===== config.mk =====
export PLATFORM = sky130hd
export DESIGN_NAME = i2s_rx
export DESIGN_NICKNAME = d
export VERILOG_FILES = /design/src/rtl/i2s_pkg.sv /design/src/rtl/i2s_clkgen.sv /design/src/rtl/i2s_rx.sv
export SDC_FILE = /design/constraint.sdc
export NUM_CORES = 1
export LEC_CHECK = 0
export CAP_MARGIN = 5
export CORE_ASPECT_RATIO = 0.75
export CORE_MARGIN = 10
export CORE_UTILIZATION = 48
export CTS_CLUSTER_DIAMETER = 150
export CTS_CLUSTER_SIZE = 28
export DETAILED_ROUTE_END_ITERATION = 8
export PLACE_DENSITY = 0.75
export SLEW_MARGIN = 10
export SYNTH_ARGS = -nofsm -noshare
export SYNTH_HDL_FRONTEND = slang
export SYNTH_SLANG_ARGS = --single-unit

===== constraint.sdc =====
create_clock -name clk -period 1.9 [get_ports clk]
set_input_delay 0.38 -clock clk [delete_from_list [all_inputs] [get_ports clk]]
set_output_delay 0.38 -clock clk [all_outputs]
set_load 0.02 [all_outputs]

===== src/rtl/i2s_pkg.sv =====
// Shared I2S definitions for the receive and transmit paths: run state,
// default slot geometry and the bit-clock divider legality check.
package i2s_pkg;

    typedef enum logic [0:0] {
        IDLE = 1'b0,
        RUN  = 1'b1
    } i2s_state_e;

    localparam int I2S_BCLK_DIV_DEFAULT = 8;
    localparam int I2S_SLOT_DEFAULT     = 32;
    localparam int I2S_WIDTH_DEFAULT    = 24;

    // The divider must split evenly into high and low phases and leave the
    // data synchronizer at least two clk of settling before the sample point.
    function automatic logic bclk_div_ok(input int div);
        return (div >= 4) && ((div % 2) == 0);
    endfunction

endpackage


===== src/rtl/i2s_clkgen.sv =====
// I2S master bit/word clock generator shared by receiver and transmitter.
// Optional MCLK output (clk/2) is enabled by defining I2S_RX_MCLK_EN.
module i2s_clkgen
    import i2s_pkg::*;
#(
    parameter int BCLK_DIV = I2S_BCLK_DIV_DEFAULT,
    parameter int SLOT     = I2S_SLOT_DEFAULT
) (
    input  logic                          clk,
    input  logic                          rst,
    input  logic                          run,
    output logic [$clog2(2 * SLOT)-1:0]   bit_cnt,
    output logic                          bclk,
    output logic                          lrck,
    output logic                          mclk,
    output logic                          sample_stb,
    output logic                          fall_stb
);

    localparam int DW = $clog2(BCLK_DIV);
    localparam int BW = $clog2(2 * SLOT);
    localparam logic [DW-1:0] DIV_ZERO = DW'(0);
    localparam logic [DW-1:0] DIV_ONE  = DW'(1);
    localparam logic [DW-1:0] DIV_LAST = DW'(BCLK_DIV - 1);
    localparam logic [DW-1:0] DIV_HALF = DW'(BCLK_DIV / 2);
    localparam logic [BW-1:0] BIT_ZERO = BW'(0);
    localparam logic [BW-1:0] BIT_ONE  = BW'(1);
    localparam logic [BW-1:0] BIT_LAST = BW'(2 * SLOT - 1);
    localparam logic [BW-1:0] SLOT_V   = BW'(SLOT);

    logic [DW-1:0] div_cnt_r, div_next_s;
    logic [BW-1:0] bit_cnt_r, bit_next_s;
    logic          bclk_r, lrck_r;

    // Next divider/bit position; both collapse to zero whenever not running.
    always_comb begin
        div_next_s = DIV_ZERO;
        bit_next_s = BIT_ZERO;
        if (run) begin
            if (div_cnt_r == DIV_LAST) begin
                div_next_s = DIV_ZERO;
                if (bit_cnt_r == BIT_LAST) begin
                    bit_next_s = BIT_ZERO;
                end else begin
                    bit_next_s = bit_cnt_r + BIT_ONE;
                end
            end else begin
                div_next_s = div_cnt_r + DIV_ONE;
                bit_next_s = bit_cnt_r;
            end
        end else begin
            div_next_s = DIV_ZERO;
            bit_next_s = BIT_ZERO;
        end
    end

    // Counters, with bclk/lrck registered from the next count so they track it glitch-free.
    always_ff @(posedge clk) begin
        if (rst) begin
            div_cnt_r <= DIV_ZERO;
            bit_cnt_r <= BIT_ZERO;
            bclk_r    <= 1'b0;
            lrck_r    <= 1'b0;
        end else begin
            div_cnt_r <= div_next_s;
            bit_cnt_r <= bit_next_s;
            bclk_r    <= (div_next_s >= DIV_HALF);
            lrck_r    <= (bit_next_s >= SLOT_V);
        end
    end

`ifdef I2S_RX_MCLK_EN
    logic mclk_r;

    // Master clock at clk/2 while running, parked low otherwise.
    always_ff @(posedge clk) begin
        if (rst) begin
            mclk_r <= 1'b0;
        end else if (run) begin
            mclk_r <= ~mclk_r;
        end else begin
            mclk_r <= 1'b0;
        end
    end

    assign mclk = mclk_r;
`else
    assign mclk = 1'b0;
`endif

    assign bit_cnt    = bit_cnt_r;
    assign bclk       = bclk_r;
    assign lrck       = lrck_r;
    assign sample_stb = run && (div_cnt_r == DIV_LAST);
    assign fall_stb   = run && (div_cnt_r == DIV_ZERO);

endmodule


===== src/rtl/i2s_rx.sv =====
// Master-mode I2S receiver delivering stereo pairs over valid/ready with a
// sticky overflow flag. Define I2S_RX_MCLK_EN to drive mclk at clk/2.
module i2s_rx
    import i2s_pkg::*;
#(
    parameter int BCLK_DIV = I2S_BCLK_DIV_DEFAULT,
    parameter int SLOT     = I2S_SLOT_DEFAULT,
    parameter int WIDTH    = I2S_WIDTH_DEFAULT
) (
    input  logic             clk,
    input  logic             rst,
    input  logic             en,
    input  logic             sd_in,
    output logic             bclk,
    output logic             lrck,
    output logic             mclk,
    output logic [WIDTH-1:0] left_data,
    output logic [WIDTH-1:0] right_data,
    output logic             valid,
    input  logic             ready,
    output logic             overflow,
    input  logic             clr_overflow
);

    localparam int BW = $clog2(2 * SLOT);
    localparam logic [BW-1:0] BIT_ZERO = BW'(0);
    localparam logic [BW-1:0] L_FIRST  = BW'(1);
    localparam logic [BW-1:0] L_LAST   = BW'(WIDTH);
    localparam logic [BW-1:0] R_FIRST  = BW'(SLOT + 1);
    localparam logic [BW-1:0] R_LAST   = BW'(SLOT + WIDTH);

    if (!bclk_div_ok(BCLK_DIV) || (WIDTH > SLOT - 1) || (WIDTH < 2)) begin : g_bad_cfg
        $error("i2s_rx: illegal BCLK_DIV/SLOT/WIDTH combination");
    end

    i2s_state_e      state_r, state_next_s;
    logic            run_s;
    logic [1:0]      sync_r;
    logic            sd_s;
    logic [BW-1:0]   bit_cnt_s;
    logic            sample_stb_s, fall_stb_s;
    logic            in_left_s, in_right_s, frame_done_s, load_s, drop_s;
    logic [WIDTH-1:0] left_sh_r, right_sh_r;
    logic [WIDTH-1:0] left_data_r, right_data_r;
    logic            valid_r, overflow_r;

    i2s_clkgen #(
        .BCLK_DIV (BCLK_DIV),
        .SLOT     (SLOT)
    ) u_clkgen (
        .clk        (clk),
        .rst        (rst),
        .run        (run_s),
        .bit_cnt    (bit_cnt_s),
        .bclk       (bclk),
        .lrck       (lrck),
        .mclk       (mclk),
        .sample_stb (sample_stb_s),
        .fall_stb   (fall_stb_s)
    );

    // Run state register.
    always_ff @(posedge clk) begin
        if (rst) begin
            state_r <= IDLE;
        end else begin
            state_r <= state_next_s;
        end
    end

    // Next state; the bus only runs in a RUN cycle that is not being left.
    always_comb begin
        state_next_s = IDLE;
        run_s        = 1'b0;
        case (state_r)
            IDLE: begin
                if (en) begin
                    state_next_s = RUN;
                end else begin
                    state_next_s = IDLE;
                end
                run_s = 1'b0;
            end
            RUN: begin
                if (en) begin
                    state_next_s = RUN;
                    run_s        = 1'b1;
                end else begin
                    state_next_s = IDLE;
                    run_s        = 1'b0;
                end
            end
            default: begin
                state_next_s = IDLE;
                run_s        = 1'b0;
            end
        endcase
    end

    // Two-flop synchronizer for the asynchronous serial data line.
    always_ff @(posedge clk) begin
        if (rst) begin
            sync_r <= 2'b00;
        end else begin
            sync_r <= {sync_r[0], sd_in};
        end
    end

    assign sd_s         = sync_r[1];
    assign in_left_s    = (bit_cnt_s >= L_FIRST) && (bit_cnt_s <= L_LAST);
    assign in_right_s   = (bit_cnt_s >= R_FIRST) && (bit_cnt_s <= R_LAST);
    assign frame_done_s = sample_stb_s && (bit_cnt_s == R_LAST);
    assign load_s       = frame_done_s && (!valid_r || ready);
    assign drop_s       = frame_done_s && valid_r && !ready;

    // Serial capture, MSB first with the one-bit I2S delay; a partial frame is discarded.
    always_ff @(posedge clk) begin
        if (rst || !run_s || (fall_stb_s && (bit_cnt_s == BIT_ZERO))) begin
            left_sh_r  <= {WIDTH{1'b0}};
            right_sh_r <= {WIDTH{1'b0}};
        end else if (sample_stb_s) begin
            if (in_left_s) begin
                left_sh_r <= {left_sh_r[WIDTH-2:0], sd_s};
            end
            if (in_right_s) begin
                right_sh_r <= {right_sh_r[WIDTH-2:0], sd_s};
            end
        end
    end

    // Output pair, handshake and sticky overflow; a set on the same cycle beats a clear.
    always_ff @(posedge clk) begin
        if (rst) begin
            left_data_r  <= {WIDTH{1'b0}};
            right_data_r <= {WIDTH{1'b0}};
            valid_r      <= 1'b0;
            overflow_r   <= 1'b0;
        end else begin
            if (load_s) begin
                left_data_r  <= left_sh_r;
                right_data_r <= {right_sh_r[WIDTH-2:0], sd_s};
                valid_r      <= 1'b1;
            end else if (valid_r && ready) begin
                valid_r <= 1'b0;
            end
            if (drop_s) begin
                overflow_r <= 1'b1;
            end else if (clr_overflow) begin
                overflow_r <= 1'b0;
            end
        end
    end

    assign left_data  = left_data_r;
    assign right_data = right_data_r;
    assign valid      = valid_r;
    assign overflow   = overflow_r;

endmodule


After elaboration in Yosys (flattened, before gate mapping)
Index checks and enable logic that the tools add are counted.

Bits in writable memories: 0. Bits of input ports: 6. ROM bits: 0. Bits in latches: 0. Word-level logic and storage cells: 57. Memories kept: 0. Bits in registers: 111. Output and inout port bits: 53.

Shift-type cells: 0. Reductions and logical operators: 22. Divide/modulo/power cells: 0. Mux-type cells: 11. Multiply operators: 0. Equal/unequal tests: 3. Magnitude comparators: 6. Add/sub/neg operators: 2. Bitwise gates (word level): 1.

Operators with widths (number): 2-to-1 mux 6 bit (3); == test 6 bit (second input constant) (2); greater-or-equal comparator 6 bit (second input constant) (2); logical AND 1 bit (10); adder 6 x 1 -> 6 bit (second input constant) (1); greater-or-equal comparator 6 x 1 -> 1 bit (second input constant) (1); <= comparator 6 x 5 -> 1 bit (second input constant) (1); <= comparator 6 bit (second input constant) (1); logical NOT 6 bit (1); 2-to-1 mux 3 bit (2); 2-to-1 mux 1 bit (5); AND reduction 2 bit (2); nonzero test 2 bit (2); adder 3 x 1 -> 3 bit (second input constant) (1); == test 3 bit (second input constant) (1); greater-or-equal comparator 3 bit (second input constant) (1); logical NOT 1 bit (3); logical NOT 3 bit (1); logical OR 1 bit (3); one-hot mux 1 bit (2 select lines) (1); NOT 1 bit (1).

Logic depth before layout (Yosys ltp)
Depth after elaboration: 7. Gate-level depth with buffers: 8. Gate-level depth less buffers: 6.

Modules after synthesis
Synthesis repeated with hierarchy kept, for this count alone.

Cell total of the unflattened synthesis: 449. Area total of the unflattened synthesis: 4778.3 um2.

By module, submodules not included: i2s_rx (times used 1, sequential area each 2001.9 um2, area an instance 4314.1 um2, cells an instance 399); i2s_clkgen (times used 1, sequential area each 200.2 um2, area an instance 464.2 um2, cells an instance 50).

Worst setup path after synthesis
Ideal clock, no wire load.

Path kind: flip-flop to flip-flop. Start: register u_clkgen.bclk (netlist name). End: register left_sh_r[3]. Setup time: 72 ps. Slack: -75 ps. Period minus slack after synthesis: 1975 ps. Buffers on the path: 2. Arrival time: 1903 ps. Data required time: 1828 ps. Stages on the path, launching flop included: 7. Path through: dfxtp_1 ha_1 clkbuf_1 nand3_1 nor4_2 buf_4 mux2i_1.

RTL lines: to (signal assigned) (line i2s_rx.sv:119) `left_sh_r <= {WIDTH{1'b0}};`; to (signal assigned) (line i2s_rx.sv:123) `left_sh_r <= {left_sh_r[WIDTH-2:0], sd_s};`; to (decl) (line i2s_rx.sv:43) `logic [WIDTH-1:0] left_sh_r, right_sh_r;`.

Worst setup path after layout
Start: register u_clkgen.div_cnt_r[0]. End: register right_data_r[23] (netlist: right_data[23]).

Longest elaborated chain between the ends: 4.

Ends and longest elaborated chain: from (decl) (line i2s_clkgen.sv:31) `logic [DW-1:0] div_cnt_r, div_next_s;`; from (signal assigned) (line i2s_clkgen.sv:65) `div_cnt_r <= div_next_s;`; == test 3 bit (line i2s_clkgen.sv:94) `assign sample_stb = run && (div_cnt_r == DIV_LAST);`; logical AND 1 bit (line i2s_clkgen.sv:94); logical AND 1 bit (line i2s_rx.sv:112) `assign frame_done_s = sample_stb_s && (bit_cnt_s == R_LAST);`; logical AND 1 bit (line i2s_rx.sv:113) `assign load_s = frame_done_s && (!valid_r || ready);`; to (signal assigned) (line i2s_rx.sv:135) `right_data_r <= {WIDTH{1'b0}};`; to (signal assigned) (line i2s_rx.sv:141) `right_data_r <= {right_sh_r[WIDTH-2:0], sd_s};`; to (decl) (line i2s_rx.sv:44) `logic [WIDTH-1:0] left_data_r, right_data_r;`.

Every way passes these cells. A chain may end at the register's enable or synchronous reset.

==> out/qor.yml <==
status: "finished with violations"
violations: "negative setup slack"
rows: 28
drive_gt1_share_pct: 19.4
dr.max_layer_used: "met4"
worstMarginPinSlew_ps: 616
ys_ff_latch: 110
irDropWorstVdd_uv: 595
seq_area_frac_synth_pct: 54.7
worstHoldStart: "left_sh_r[18]$_SDFFE_PP0P_"
gr-total-overflow: 0
fin_crit_sh_pct: 102
grt_start_max_net_pins: 54
final_hold_viol_count: 0
synth_edf_count: 0
path_buf_inv: 1
ios: 59
syn_nets: 476
cp-start-kind: "register"
post-route-drc-count: 0
antenna_left: 0
clk_path_buf_depth: 2
die_w_um: 126
min_to: "left_data[18]$_SDFFE_PP0P_"
setup_viol: 3
cts_root_buffer: "clkbuf_8"
period_needed_ps: 1940
vias: 3430
rr_worst_depth: 7
io_buffers: 57
syn_area_sq_um: 4030
finalClockSkew_ps: 15.3
antenna_found_initial: 0
ys_types: 37
wl_met1_mm: 4.62
hold_path.class: "reg2reg"
path_clk_slew_ps: 110
crit_path_top_delay_cell: "or4_4"
worstPathMaxFanout: 12
numClockSinks: 110
viasPerCell: 5.28
numCtsBuffers: 9
r2r_start: "u_clkgen.div_cnt_r[0]$_SDFF_PP0_"
area_growth_pct: 36.3
dp_hpwl_mm: 5.86
cts_tree: "done"
arrival_ps: 2170
design_area_sq_um: 5490
firstDrtPassIters: 5
initial_core_util_pct: 50.2
diodes: 0
wl_met2_mm: 5.02
regToRegSetupSlack_ps: -40
worstHoldPathCells: 2
gp_congestion: 0.815
cpMostUsedCell: "ha_4"
final_util_pct: 68.4
power_leakage_nw: 1.79
core_area_sq_um: 8020
cp-end-kind: "register"
die-area_sq_um: 12500
critical_path_class: "reg2reg"
wl_met3_um: 739
place_area_sq_um: 4810
fin_nets: 552
grt_util_all_layers_pct: 13.6
critPathMaxStageDelay_ps: 680
max_slew_margin_pct: 58.9
crit_family: "simple AND/OR/NAND/NOR gates"
htree_levels: 3
cp_cell_sequence: "ha_4, ha_4, nand4_1, or4_4, buf_6, nand2_1, a21oi_1"
rsz0062_at_grt: "yes"
drt_iter0_markers: 209
drv_cap: 0
yosysWarnings: 0
r2r_end: "right_data[23]$_SDFFE_PP0P_"
grt_pass1_vias: 3108
worstPathRequired_ps: 2140
layout_setup_ws_ps: -35.7
fmax_ghz: 0.517
clock_latency_ps: 380
slew_viol_final: 0
synthArstFlopShare_pct: 0
avgSynthCellArea_sq_um: 8.68
p_per_area_nw_per_um2: 715
netlist_instances: 464
ys.flop_type: "dfxtp_1"
die_h_um: 99.3
finalWirelength_mm: 10.6
wl_per_cell_um: 16.3
grt_pass1_wl_mm: 14.4
tightest hold or removal path, stage by stage, from the launching register on:
cell     delay, ps
dfxtp_1        320
nand2_1         50
a21oi_1         50
cells in the final DEF, fill, tap and decap left out, drive strengths merged, types with 2 or more instances in the layout:
cell	instances
nand2	167
dfxtp	110
a21oi	72
clkdlybuf4s50	56
buf	31
mux2i	25
clkbuf	14
nor2	11
inv	10
ha	6
nor2b	4
nand4	3
nand3	3
o21ai	2
or3	2
nor4	2
xor2	2
xnor2	2
clkinv	2
bufinv	2
or4	2
how the worst max path moves through the flow:
| stage | startpoint | to | slack [ps] | cells after the start |
|---|---|---|---|---|
| 2_1_floorplan | u_clkgen.bit_cnt[0]$_SDFF_PP0_ | left_sh_r[3]$_SDFFE_PP0P_ | 40 | 7 |
| 3_3_place_gp | en | left_data[2]$_SDFFE_PP0P_ | -80 | 7 |
| 3_5_place_dp | en | left_data[17]$_SDFFE_PP0P_ | -130 | 6 |
| 4_1_cts | u_clkgen.bit_cnt[0]$_SDFF_PP0_ | left_sh_r[16]$_SDFFE_PP0P_ | 9 | 8 |
| 5_1_grt | u_clkgen.div_cnt_r[1]$_SDFF_PP0_ | right_data[23]$_SDFFE_PP0P_ | -90 | 7 |
| 6_report | u_clkgen.div_cnt_r[0]$_SDFF_PP0_ | right_data[23]$_SDFFE_PP0P_ | -40 | 7 |
per-stage QoR:
stage	TNS [ps]	worst slack, ps	power [W]	std cells	hold slack (ps)
CTS	0	9.12	0.00395	637	429
global placement	-3490	-76.4	0.00241	619	435
detailed placement	-6620	-126	0.00241	619	446
global route	-2340	-88.8	0.00405	650	477
finish	-48.7	-35.7	0.00392	650	456
floorplan	0	38.6	0.00239	464	414
per-layer routing:
metal  track usage [%]  vias up
met3              4.19       19
met2              23.7       98
li1                  -     1674
met1              15.3     1639
met4              5.24        0
met5                 0        -
layout make-up:
| type | count | area [sq um] |
|---|---|---|
| Sequential cell | 110 | 2210 |
| Multi-Input combinational cell | 319 | 1860 |
| Inverter | 7 | 26.3 |
| Tap cell | 105 | 131 |
| Clock inverter | 7 | 104 |
| Timing Repair Buffer | 93 | 1030 |
| Fill cell | 627 | 2540 |
| Clock buffer | 9 | 124 |
registers in the layout, summed over array words and instances (netlist names):
name and cells:
right_data 24, valid 1, u_clkgen.bit_cnt 6, u_clkgen.div_cnt_r 2, overflow 1, state_r 1
u_clkgen.bclk 1, sync_r 2, left_sh_r 24, right_sh_r 23, u_clkgen.lrck 1, left_data 24
cell families after synthesis:
family                     synth area share (%)
AOI/OAI and AO/OA                          10.8
xor gates and xnor gates                  0.870
adders and majority gates                  1.86
buffers and inverters                      4.41
DFF                                        54.7
muxes                                      6.49
other                                    0.0931
and+or+nand+nor                            20.8
cell usage after synthesis (3+ instances only):
library cell  instances  area, sq um
nand2_1             167          627
dfxtp_1             110         2200
a21oi_1              72          360
mux2i_1              25          250
clkbuf_1             16         60.1
nor2_1               11         41.3
inv_1                 7         26.3
ha_1                  6         75.1
buf_4                 5         37.5
buf_2                 4         20.0
nor2b_1               4         25.0
buf_6                 3         33.8
nand3_1               3         15.0
nand4_1               3         18.8
power by group:
| part | total [W] | switching, W | internal, W |
|---|---|---|---|
| logic | 0.0000470 | 0.0000301 | 0.0000169 |
| registers | 0.00231 | 0.00000248 | 0.00230 |
| clock network | 0.00157 | 0.000809 | 0.000761 |
| total | 0.00392 | 0.000842 | 0.00308 |
what timing repair did:
item,CTS,global route
gates resized for setup,5,59
buffers inserted,1,4
hold buffers,0,0
pin swaps,1,25
endpoints found under the hold margin,0,0
cloned,1,9
setup endpoints to repair,16,71
No activity file was read; power rests on OpenSTA's default activity.
